$ cat src/rtl/hx8352_bus_if_if.sv
`default_nettype none
// ============================================================================
// Module      : hx8352_bus_if_if
// Description : Request/response handshake between the HX8352 main FSM
//               (master) and the 8080-style bus engine (slave).
//               bus_step        - request strobe (master -> slave)
//               command_or_data - 0 command / 1 data (master -> slave)
//               read_req        - 1 read / 0 write (master -> slave)
//               data_to_write   - write payload (master -> slave)
//               bus_done        - one-cycle completion pulse (slave -> master)
//               busy            - engine not idle (slave -> master)
//               read_data       - last sampled read value (slave -> master)
// Revision    : 1.0 - initial release
// ============================================================================
interface hx8352_bus_if_if;
    logic        bus_step;
    logic        command_or_data;
    logic        read_req;
    logic [15:0] data_to_write;
    logic        bus_done;
    logic        busy;
    logic [15:0] read_data;

    modport master (
        output bus_step,
        output command_or_data,
        output read_req,
        output data_to_write,
        input  bus_done,
        input  busy,
        input  read_data
    );

    modport slave (
        input  bus_step,
        input  command_or_data,
        input  read_req,
        input  data_to_write,
        output bus_done,
        output busy,
        output read_data
    );
endinterface
`default_nettype wire

$ cat src/rtl/hx8352_bus_if.sv
`default_nettype none
// ============================================================================
// Module      : hx8352_bus_if
// Description : 8080-style parallel bus engine for the HX8352 LCD. Turns each
//               accepted request into one timed write cycle (RS, WR_N, DATA)
//               or one read cycle (RD_N, turnaround, sampled DATA) and returns
//               a single-cycle bus_done.
// Ports       : clk, rst        - clock, synchronous active-high reset
//               bus (slave)     - request/response handshake
//               lcd_rs          - register select
//               lcd_wr_n        - write strobe, active low
//               lcd_rd_n        - read strobe, active low
//               lcd_data_out    - driven pad value
//               lcd_data_oe     - 1 = drive lcd_data_out onto the pad
//               lcd_data_in     - pad input
// Revision    : 1.0 - initial release
// ============================================================================
module hx8352_bus_if #(
    parameter int unsigned SETUP_CYCLES   = 1,
    parameter int unsigned WR_LOW_CYCLES  = 2,
    parameter int unsigned WR_HIGH_CYCLES = 2,
    parameter int unsigned RD_LOW_CYCLES  = 8,
    parameter int unsigned RD_HIGH_CYCLES = 4
) (
    input  wire logic        clk,
    input  wire logic        rst,
    hx8352_bus_if_if.slave   bus,
    output logic             lcd_rs,
    output logic             lcd_wr_n,
    output logic             lcd_rd_n,
    output logic [15:0]      lcd_data_out,
    output logic             lcd_data_oe,
    input  wire logic [15:0] lcd_data_in
);

    // Counter reload values: a state of N cycles loads N-1 and leaves at 0.
    localparam logic [7:0] c_setup_load   = 8'(SETUP_CYCLES - 1);
    localparam logic [7:0] c_wr_low_load  = 8'(WR_LOW_CYCLES - 1);
    localparam logic [7:0] c_wr_high_load = 8'(WR_HIGH_CYCLES - 1);
    localparam logic [7:0] c_rd_low_load  = 8'(RD_LOW_CYCLES - 1);
    localparam logic [7:0] c_rd_high_load = 8'(RD_HIGH_CYCLES - 1);

    typedef enum logic [2:0] {
        IDLE    = 3'd0,
        SETUP   = 3'd1,
        WR_LOW  = 3'd2,
        WR_HIGH = 3'd3,
        RD_TURN = 3'd4,
        RD_LOW  = 3'd5,
        RD_HIGH = 3'd6,
        DONE    = 3'd7
    } state_t;

    state_t      r_state;
    logic [7:0]  r_cnt;
    logic        r_rs;
    logic        r_wr_n;
    logic        r_rd_n;
    logic [15:0] r_data_out;
    logic        r_oe;
    logic [15:0] r_read_data;
    logic        r_bus_done;
    logic        r_busy;

    always_ff @(posedge clk) begin
        if (rst) begin
            r_state     <= IDLE;
            r_cnt       <= 8'd0;
            r_rs        <= 1'b0;
            r_wr_n      <= 1'b1;
            r_rd_n      <= 1'b1;
            r_data_out  <= 16'd0;
            r_oe        <= 1'b1;
            r_read_data <= 16'd0;
            r_bus_done  <= 1'b0;
            r_busy      <= 1'b0;
        end else begin
            r_bus_done <= 1'b0;
            // Timed states count down here; the state that reaches zero
            // reloads the counter for its successor below.
            if (r_cnt != 8'd0) begin
                r_cnt <= r_cnt - 8'd1;
            end

            unique case (r_state)
                IDLE: begin
                    if (bus.bus_step) begin
                        r_busy <= 1'b1;
                        r_cnt  <= c_setup_load;
                        if (bus.read_req) begin
                            // Release the pad first; rs is forced high for
                            // reads and the write payload is ignored.
                            r_state <= RD_TURN;
                            r_oe    <= 1'b0;
                            r_rs    <= 1'b1;
                        end else begin
                            r_state    <= SETUP;
                            r_oe       <= 1'b1;
                            r_rs       <= bus.command_or_data;
                            r_data_out <= bus.data_to_write;
                        end
                    end
                end
                SETUP: begin
                    if (r_cnt == 8'd0) begin
                        r_state <= WR_LOW;
                        r_cnt   <= c_wr_low_load;
                        r_wr_n  <= 1'b0;
                    end
                end
                WR_LOW: begin
                    if (r_cnt == 8'd0) begin
                        r_state <= WR_HIGH;
                        r_cnt   <= c_wr_high_load;
                        r_wr_n  <= 1'b1;
                    end
                end
                WR_HIGH: begin
                    if (r_cnt == 8'd0) begin
                        r_state    <= DONE;
                        r_bus_done <= 1'b1;
                    end
                end
                RD_TURN: begin
                    if (r_cnt == 8'd0) begin
                        r_state <= RD_LOW;
                        r_cnt   <= c_rd_low_load;
                        r_rd_n  <= 1'b0;
                    end
                end
                RD_LOW: begin
                    if (r_cnt == 8'd0) begin
                        // Sample only at the end of the strobe, when the
                        // panel's output has had the full low time to settle.
                        r_read_data <= lcd_data_in;
                        r_state     <= RD_HIGH;
                        r_cnt       <= c_rd_high_load;
                        r_rd_n      <= 1'b1;
                    end
                end
                RD_HIGH: begin
                    if (r_cnt == 8'd0) begin
                        r_state    <= DONE;
                        r_bus_done <= 1'b1;
                    end
                end
                DONE: begin
                    r_state <= IDLE;
                    r_busy  <= 1'b0;
                    r_oe    <= 1'b1;
                    r_cnt   <= 8'd0;
                end
                default: begin
                    r_state <= IDLE;
                    r_busy  <= 1'b0;
                    r_wr_n  <= 1'b1;
                    r_rd_n  <= 1'b1;
                    r_oe    <= 1'b1;
                    r_cnt   <= 8'd0;
                end
            endcase
        end
    end

    assign bus.bus_done  = r_bus_done;
    assign bus.busy      = r_busy;
    assign bus.read_data = r_read_data;

    assign lcd_rs       = r_rs;
    assign lcd_wr_n     = r_wr_n;
    assign lcd_rd_n     = r_rd_n;
    assign lcd_data_out = r_data_out;
    assign lcd_data_oe  = r_oe;

endmodule
`default_nettype wire

$ cat src/flat_wrapper.sv
// flat-port wrapper written by rule: the top's interface ports become plain ports
module hx8352_bus_if_flat 
#(
    parameter int unsigned SETUP_CYCLES   = 1,
    parameter int unsigned WR_LOW_CYCLES  = 2,
    parameter int unsigned WR_HIGH_CYCLES = 2,
    parameter int unsigned RD_LOW_CYCLES  = 8,
    parameter int unsigned RD_HIGH_CYCLES = 4
)
  (clk, rst, lcd_rs, lcd_wr_n, lcd_rd_n, lcd_data_out, lcd_data_oe, lcd_data_in, bus_bus_step, bus_command_or_data, bus_read_req, bus_data_to_write, bus_bus_done, bus_busy, bus_read_data);
  hx8352_bus_if_if bus_i ();
  input  wire logic clk;
  input  wire logic rst;
  output logic lcd_rs;
  output logic lcd_wr_n;
  output logic lcd_rd_n;
  output logic [15:0] lcd_data_out;
  output logic lcd_data_oe;
  input  wire logic [15:0] lcd_data_in;
  input wire logic [$bits(bus_i.bus_step)-1:0] bus_bus_step;
  input wire logic [$bits(bus_i.command_or_data)-1:0] bus_command_or_data;
  input wire logic [$bits(bus_i.read_req)-1:0] bus_read_req;
  input wire logic [$bits(bus_i.data_to_write)-1:0] bus_data_to_write;
  output wire logic [$bits(bus_i.bus_done)-1:0] bus_bus_done;
  output wire logic [$bits(bus_i.busy)-1:0] bus_busy;
  output wire logic [$bits(bus_i.read_data)-1:0] bus_read_data;
  assign bus_i.bus_step = bus_bus_step;
  assign bus_i.command_or_data = bus_command_or_data;
  assign bus_i.read_req = bus_read_req;
  assign bus_i.data_to_write = bus_data_to_write;
  assign bus_bus_done = bus_i.bus_done;
  assign bus_busy = bus_i.busy;
  assign bus_read_data = bus_i.read_data;
  hx8352_bus_if #(.SETUP_CYCLES(SETUP_CYCLES), .WR_LOW_CYCLES(WR_LOW_CYCLES), .WR_HIGH_CYCLES(WR_HIGH_CYCLES), .RD_LOW_CYCLES(RD_LOW_CYCLES), .RD_HIGH_CYCLES(RD_HIGH_CYCLES)) u_core (.clk(clk), .rst(rst), .bus(bus_i), .lcd_rs(lcd_rs), .lcd_wr_n(lcd_wr_n), .lcd_rd_n(lcd_rd_n), .lcd_data_out(lcd_data_out), .lcd_data_oe(lcd_data_oe), .lcd_data_in(lcd_data_in));
endmodule
$ cat config.mk
export PLATFORM = sky130hd
export DESIGN_NAME = hx8352_bus_if_flat
export DESIGN_NICKNAME = d
export VERILOG_FILES = /design/src/rtl/hx8352_bus_if_if.sv /design/src/rtl/hx8352_bus_if.sv /design/src/flat_wrapper.sv
export SDC_FILE = /design/constraint.sdc
export NUM_CORES = 1
export LEC_CHECK = 0
export CORE_ASPECT_RATIO = 1.25
export CORE_UTILIZATION = 41
export CTS_BUF_LIST = sky130_fd_sc_hd__clkbuf_8
export CTS_CLUSTER_DIAMETER = 40
export DETAILED_ROUTE_END_ITERATION = 7
export PLACE_DENSITY = 0.84
export SYNTH_ARGS = -nofsm -noshare
export SYNTH_HDL_FRONTEND = slang
export SYNTH_SLANG_ARGS = --single-unit
$ cat constraint.sdc
create_clock -name clk -period 2.09 [get_ports clk]
set_input_delay 0.418 -clock clk [delete_from_list [all_inputs] [get_ports clk]]
set_output_delay 0.418 -clock clk [all_outputs]
set_load 0.05 [all_outputs]
==> flow_metrics.tcl, run 1 <==
set metrics [dict create \
    cts_made_buffers 5 \
    final_antenna_net_count 0 \
    postPlaceCellArea_um2 2840 \
    maxCapViolCount 0 \
    synth_top_family_by_area "simple AND/OR/NAND/NOR gates" \
    grt_start_max_net_pins 43 \
    worst_pin_slew_ns 0.618 \
    synth_adder_area_share_pct 1.22 \
    first_global_vias 1666 \
    layout-drive-gt1-share_pct 7.02 \
    timing.max_slew.rel_slack_pct 58.7 \
    coreArea_um2 4760 \
    critical-path-top-delay-family "adder cells" \
    setup.worst_path.class "reg -> reg" \
    worstHoldEndpoint "u_core.lcd_data_out[2]" \
    flip_flop_and_latch_count_after_synthesis 49 \
    hpwlAfterDp_um 3260 \
    arrival_ns 2.10 \
    post_cts_hold_buffer_count 0 \
    drt_wl_total_um 4620 \
    grt_first_pass_wirelength_um 7350 \
    synth-compound-area-share_pct 13.8 \
    ctsResizeCount 0 \
    power_w 0.00311 \
    clkTransAtPathRegs_ns 0.08 \
    grt.total_usage_pct 17.8 \
    cp_cell_instances "inv_1 > ha_2 > nor3b_4 > nand2_2 > ha_1 > a2111oi_1 > nor3_1" \
    worst_ir_drop_vdd_v 0.000558 \
    leakagePower_nw 1.19 \
    cts.root.buffer_cell "sky130_fd_sc_hd__clkbuf_8" \
    antenna_violations_before_repair 0 \
    finalMaxSlewViolations 0 \
    path_buf_inv 1 \
    post_synth_instance_area_um2 2060 \
    clock_tree_from_tritoncts "done" \
    globalRouteOverflowTotal 0 \
    std_cell_rows 28 \
    final_core_utilization_pct 61.6 \
    post_synth_arst_share_pct 0 \
    synth_simple_gate_area_share_pct 21.2 \
    final_cell_mix "sky130_fd_sc_hd__clkdlybuf4s50_1, sky130_fd_sc_hd__dfxtp_1, sky130_fd_sc_hd__nand2_1" \
    grt_setup_unrepaired "yes" \
    drt_first_pass_iters 4 \
    detail_route.vias_per_cell 5.07 \
    cp_max_fo 5 \
    rr_endpoint "u_core.r_cnt[0]" \
    timing.critical_path.slowest_stage_cell "sky130_fd_sc_hd__dfxtp_1" \
    post_route_clock_skew_ns 0.00745 \
    die_h_um 81.2 \
    post_drt_wl_per_cell_um 12.9 \
    drc 0 \
    cp-start-kind "flop" \
    nets 338 \
    multiplexer_fraction_of_the_synthesized_cell_area_pct 7.78 \
    post_synth_xor_area_fraction_pct 2.55 \
    power.density_cell_area_nw_per_um2 1060 \
    synthesis.area_per_instance_um2 9.07 \
    worst_hold_path_type "reg -> reg" \
    outcome "finished, final reports clean" \
    detailedRoute.firstIterationViolations 143 \
    min_period_over_period_pct 92.7 \
    syn2layout_area_growth_pct 42.6 \
    synthesis.instances 227 \
    final_area_um2 2930 \
    synth_sequential_area_ratio_pct 47.7 \
    ios 75 \
    final-setup-viol-count 0 \
    place_congestion 0.836 \
    synth_nets 266 \
    primary_ff_master_synth "sky130_fd_sc_hd__dfxtp_1" \
    vias 1820 \
    synth_edf_count 0 \
    cts.repair_timing.setup_buffer_count 0 \
    die_width_um 65.4 \
    initial_standard_cell_utilization_of_the_core_pct 43.2 \
    final_common_cell "sky130_fd_sc_hd__clkdlybuf4s50_1" \
    clockBufferDepth 2 \
    upper_clock_frequency_limit_ghz 0.516 \
    worst_setup_path_end_kind "flop" \
    crit_cells 7 \
    min_period_ns 1.94 \
    number_of_distinct_library_cell_variants_in_the_gate_level_netlist_after_synthesis 44 \
    timing.reg2reg.worst_path_depth 7 \
    report.final.hold_viol_count 0 \
    crit_reg_reg_startpoint "u_core.r_cnt[1]" \
    numClockSinks 49 \
    cts-htree-levels 2 \
    min-delay-start "u_core.lcd_data_out[2]" \
    antenna_cells 0 \
    worst_skew_pair.late_latency_ns 0.29 \
    rrSetupSlack_ns 0.15 \
    worst-endpoint-required_ns 2.25 \
    dieArea_um2 5310 \
    whs_path_depth 2 \
    slowest_delay_ns 0.35 \
    number_of_buffers_inserted_by_port_buffering 74 \
    synthesis.yosys.warnings 0 \
    count_of_filler_cells_inserted_in_the_layout 435 \
]
[power breakdown]
part / switching (W) / internal [W]
combinational: 0.000771 / 0.000597
sequential: 0.000161 / 0.00107
clock: 0.000288 / 0.000227
[cell type report]
| class | instances | area (µm²) | area share (%) |
|---|---|---|---|
| Sequential cell | 49 | 981 | 33.4 |
| Multi-Input combinational cell | 157 | 968 | 33.0 |
| Timing Repair Buffer | 82 | 813 | 27.7 |
| Tap cell | 60 | 75.1 | 2.56 |
| Clock buffer | 5 | 68.8 | 2.35 |
| Inverter | 4 | 15.0 | 0.512 |
| Clock inverter | 2 | 12.5 | 0.426 |
[logic make-up after synthesis]
kind of cell,count (synthesis)
AO/OA/AOI/OAI,45
XOR/XNOR,6
adder cells (fa/ha/maj),2
buffers and inverters,21
flip-flops,49
multiplexers,16
AND/OR/NAND/NOR,88
[registers in the layout (all words and copies together), names as in the netlist]
name	flops
u_core.bus.busy	1
u_core.r_cnt	8
u_core.lcd_data_out	16
u_core.lcd_data_oe	1
u_core.bus.bus_done	1
u_core.lcd_wr_n	1
u_core.bus.read_data	16
u_core.lcd_rs	1
u_core.lcd_rd_n	1
u_core.r_state	3
[worst min-delay path, cell delays in order (launching register included)]
cell	delay, ns
sky130_fd_sc_hd__dfxtp_1	0.32
sky130_fd_sc_hd__nand2_1	0.05
sky130_fd_sc_hd__a21oi_1	0.05
[worst max-delay path by stage]
stage	startpoint	endpoint
finish	u_core.r_cnt[1]	u_core.r_cnt[0]
global route	u_core.r_cnt[1]	u_core.bus.read_data[4]
CTS	u_core.r_cnt[1]	u_core.r_cnt[0]
detailed placement	u_core.r_cnt[1]	u_core.r_cnt[0]
global placement	u_core.r_cnt[0]	u_core.r_cnt[0]
floorplan	u_core.r_cnt[1]	u_core.r_cnt[0]
[cell usage after synthesis (2+ instances only)]
master	n	area, µm²
sky130_fd_sc_hd__dfxtp_1	49	981
sky130_fd_sc_hd__nand2_1	39	146
sky130_fd_sc_hd__nor2_1	29	109
sky130_fd_sc_hd__a21oi_1	21	105
sky130_fd_sc_hd__mux2i_1	16	160
sky130_fd_sc_hd__clkbuf_1	6	22.5
sky130_fd_sc_hd__buf_2	5	25.0
sky130_fd_sc_hd__buf_6	4	45.0
sky130_fd_sc_hd__inv_1	4	15.0
sky130_fd_sc_hd__o21ai_0	4	20.0
sky130_fd_sc_hd__xor2_1	4	35.0
sky130_fd_sc_hd__a211oi_1	3	22.5
sky130_fd_sc_hd__nand2b_1	3	18.8
sky130_fd_sc_hd__o31ai_1	3	22.5
sky130_fd_sc_hd__a311o_1	2	20.0
sky130_fd_sc_hd__a311oi_1	2	17.5
sky130_fd_sc_hd__ha_1	2	25.0
sky130_fd_sc_hd__nor2b_1	2	12.5
sky130_fd_sc_hd__nor3_1	2	10.0
sky130_fd_sc_hd__o22ai_1	2	12.5
sky130_fd_sc_hd__xnor2_1	2	17.5
[stage by stage]
stage / setup TNS (ns) / instances / hold slack [ns] / worst slack [ns]
floorplan: 0 / 227 / 0.496 / 0.125
global placement: 0 / 352 / 0.441 / 0.133
detailed placement: 0 / 352 / 0.447 / 0.0503
CTS: 0 / 359 / 0.460 / 0.0267
global route: -0.00469 / 359 / 0.478 / -0.00469
finish: 0 / 359 / 0.458 / 0.152
[layer usage]
| metal | up-vias | GRT usage (%) | share of wire, % | wire (µm) |
|---|---|---|---|---|
| met1 | 860 | 19.6 | 42 | 1950 |
| met2 | 46 | 32.6 | 51 | 2370 |
| met5 | - | 0 | 0 | 0 |
| met3 | 4 | 4.63 | 4.9 | 227 |
| li1 | 910 | - | - | - |
| met4 | 0 | 6.52 | 1.4 | 63 |
No activity file was read; power rests on OpenSTA's default activity.
==> inputs of run 2 (changes only) <==
Settings changed: CELL_PAD_IN_SITES_DETAIL_PLACEMENT set to 0, CELL_PAD_IN_SITES_GLOBAL_PLACEMENT set to 2, CORE_UTILIZATION 41 to 24, CTS_CLUSTER_SIZE set to 16, PLACE_DENSITY 0.84 to 0.85.
==> run 2 against run 1 <==
Against the previous run:
- via count is 1.9% lower
- critical path depth is 6 lower
- setup slack better by 0.014 ns
- non-clock buffer count is 4 higher
- global-route usage is 6.4 points lower
- clock power is 12% higher
- cell count is 11% higher
- clock skew is 0.0042 ns lower
- die area is 69% higher
- largest cell class unchanged
- largest power group unchanged
==> flow_metrics.tcl, run 2 (synthesized netlist as in run 1, its figures left out) <==
set metrics [dict create \
    clock_tree_from_tritoncts "done" \
    detail_route.vias_per_cell 4.47 \
    antenna_cells 0 \
    ios 75 \
    hpwlAfterDp_um 3570 \
    setup.worst_path.class "reg -> out" \
    highest_metal_used "met4" \
    cts.root.buffer_cell "sky130_fd_sc_hd__clkbuf_8" \
    globalRouteOverflowTotal 0 \
    post_cts_hold_buffer_count 0 \
    final_common_cell "sky130_fd_sc_hd__clkdlybuf4s50_1" \
    grt_setup_unrepaired "no" \
    cts_made_buffers 5 \
    min_period_ns 1.92 \
    dieArea_um2 8950 \
    route.layer.met1.wl_um 2130 \
    grt_first_pass_wirelength_um 8180 \
    timing.critical_path.slowest_stage_cell "sky130_fd_sc_hd__clkdlybuf4s50_1" \
    post_drt_wl_per_cell_um 12.4 \
    cp_max_fo 2 \
    fin_worst_hold_slack_ns 0.460 \
    coreArea_um2 8290 \
    count_of_filler_cells_inserted_in_the_layout 864 \
    layout-drive-gt1-share_pct 8.25 \
    place_congestion 0.783 \
    upper_clock_frequency_limit_ghz 0.520 \
    initial_standard_cell_utilization_of_the_core_pct 24.8 \
    nets 342 \
    std_cell_rows 37 \
    critical-path-top-delay-family "buffers and inverters" \
    worst_pin_slew_ns 0.548 \
    vias 1786 \
    outcome "finished, final reports clean" \
    worst-endpoint-required_ns 1.67 \
    drt_first_pass_iters 4 \
    worst_hold_path_type "reg -> reg" \
    cts.repair_timing.setup_buffer_count 0 \
    number_of_buffers_inserted_by_port_buffering 74 \
    die_h_um 106 \
    antenna_violations_before_repair 0 \
    worst_setup_path_end_kind "output port" \
    finalMaxSlewViolations 0 \
    cp_cell_instances "clkdlybuf4s50_1" \
    leakagePower_nw 1.20 \
    report.final.hold_viol_count 0 \
    numClockSinks 49 \
    route.met2.wl_um 2460 \
    worst_skew_pair.late_latency_ns 0.30 \
    post_route_clock_skew_ns 0.00326 \
    setup_total_negative_slack_ns 0 \
    final-setup-viol-count 0 \
    drt_wl_total_um 4970 \
    detailedRoute.firstIterationViolations 64 \
    final_cell_mix "sky130_fd_sc_hd__clkdlybuf4s50_1, sky130_fd_sc_hd__dfxtp_1, sky130_fd_sc_hd__nand2_1" \
    clkTransAtPathRegs_ns 0.09 \
    grt_start_max_net_pins 43 \
    maxCapViolCount 0 \
    min_period_over_period_pct 92.1 \
    met3_length_um 309 \
    die_width_um 84.8 \
    grt.total_usage_pct 11.4 \
    syn2layout_area_growth_pct 45.6 \
    cp-start-kind "flop" \
    path_buf_inv 1 \
    drc 0 \
    first_global_vias 1807 \
    final_antenna_net_count 0 \
    clockBufferDepth 2 \
    cts-htree-levels 2 \
    ctsResizeCount 0 \
    power.density_cell_area_nw_per_um2 1050 \
    arrival_ns 1.51 \
    timing.max_slew.rel_slack_pct 63.4 \
    worst_ir_drop_vdd_v 0.000424 \
    slowest_delay_ns 0.82 \
]
## run 2: tightest hold or removal path: cells and delay by family (launching register included)
kind            cells  cell delay (ns)
simple gates        1             0.05
compound gates      1             0.05
flops               1             0.32
## run 2: metal layers
| metal | global-route usage [%] | vias to the layer above |
|---|---|---|
| met1 | 12.5 | 818 |
| met2 | 20.1 | 39 |
| met5 | 0 | - |
| met4 | 4.00 | 0 |
| li1 | - | 922 |
| met3 | 4.15 | 7 |
## run 2: through the flow
| stage | instance area, µm² | total power, W | setup WS (ns) | utilization [%] | instances |
|---|---|---|---|---|---|
| after floorplan | 2060 | 0.00218 | 0.125 | - | 227 |
| after global placement | 2910 | 0.00259 | 0.109 | 35.1 | 393 |
| after detailed placement | 2910 | 0.00260 | 0.129 | 35.1 | 393 |
| after CTS | 3000 | 0.00319 | 0.152 | 36.2 | 400 |
| after global routing | 3000 | 0.00335 | 0.0407 | 36.2 | 400 |
| final | 3000 | 0.00314 | 0.166 | 36.2 | 400 |
## run 2: power by group
part           switching, W  internal (W)
registers          0.000130       0.00107
clock network      0.000313      0.000262
logic              0.000788      0.000583
total               0.00123       0.00191
## run 2: area by class of cell
class                           instances  area, µm²  area share (%)
Clock buffer                            6       82.6            2.76
Timing Repair Buffer                   86        831            27.7
Inverter                                4       15.0           0.501
Clock inverter                          1       7.51           0.251
Multi-Input combinational cell        157        958            32.0
Sequential cell                        49        981            32.7
Tap cell                               97        121            4.05
## run 2: path summary, 6_finish.rpt
path / slack (ns) / endpoint / cells after the start / from
setup reg to reg: 0.22 / u_core.r_cnt[0] / 7 / u_core.r_cnt[1]
hold / removal: 0.46 / u_core.lcd_data_out[1] / 2 / u_core.lcd_data_out[1]
setup / recovery: 0.17 / lcd_data_oe / 1 / u_core.lcd_data_oe
hold reg to reg: 0.46 / u_core.lcd_data_out[1] / 2 / u_core.lcd_data_out[1]
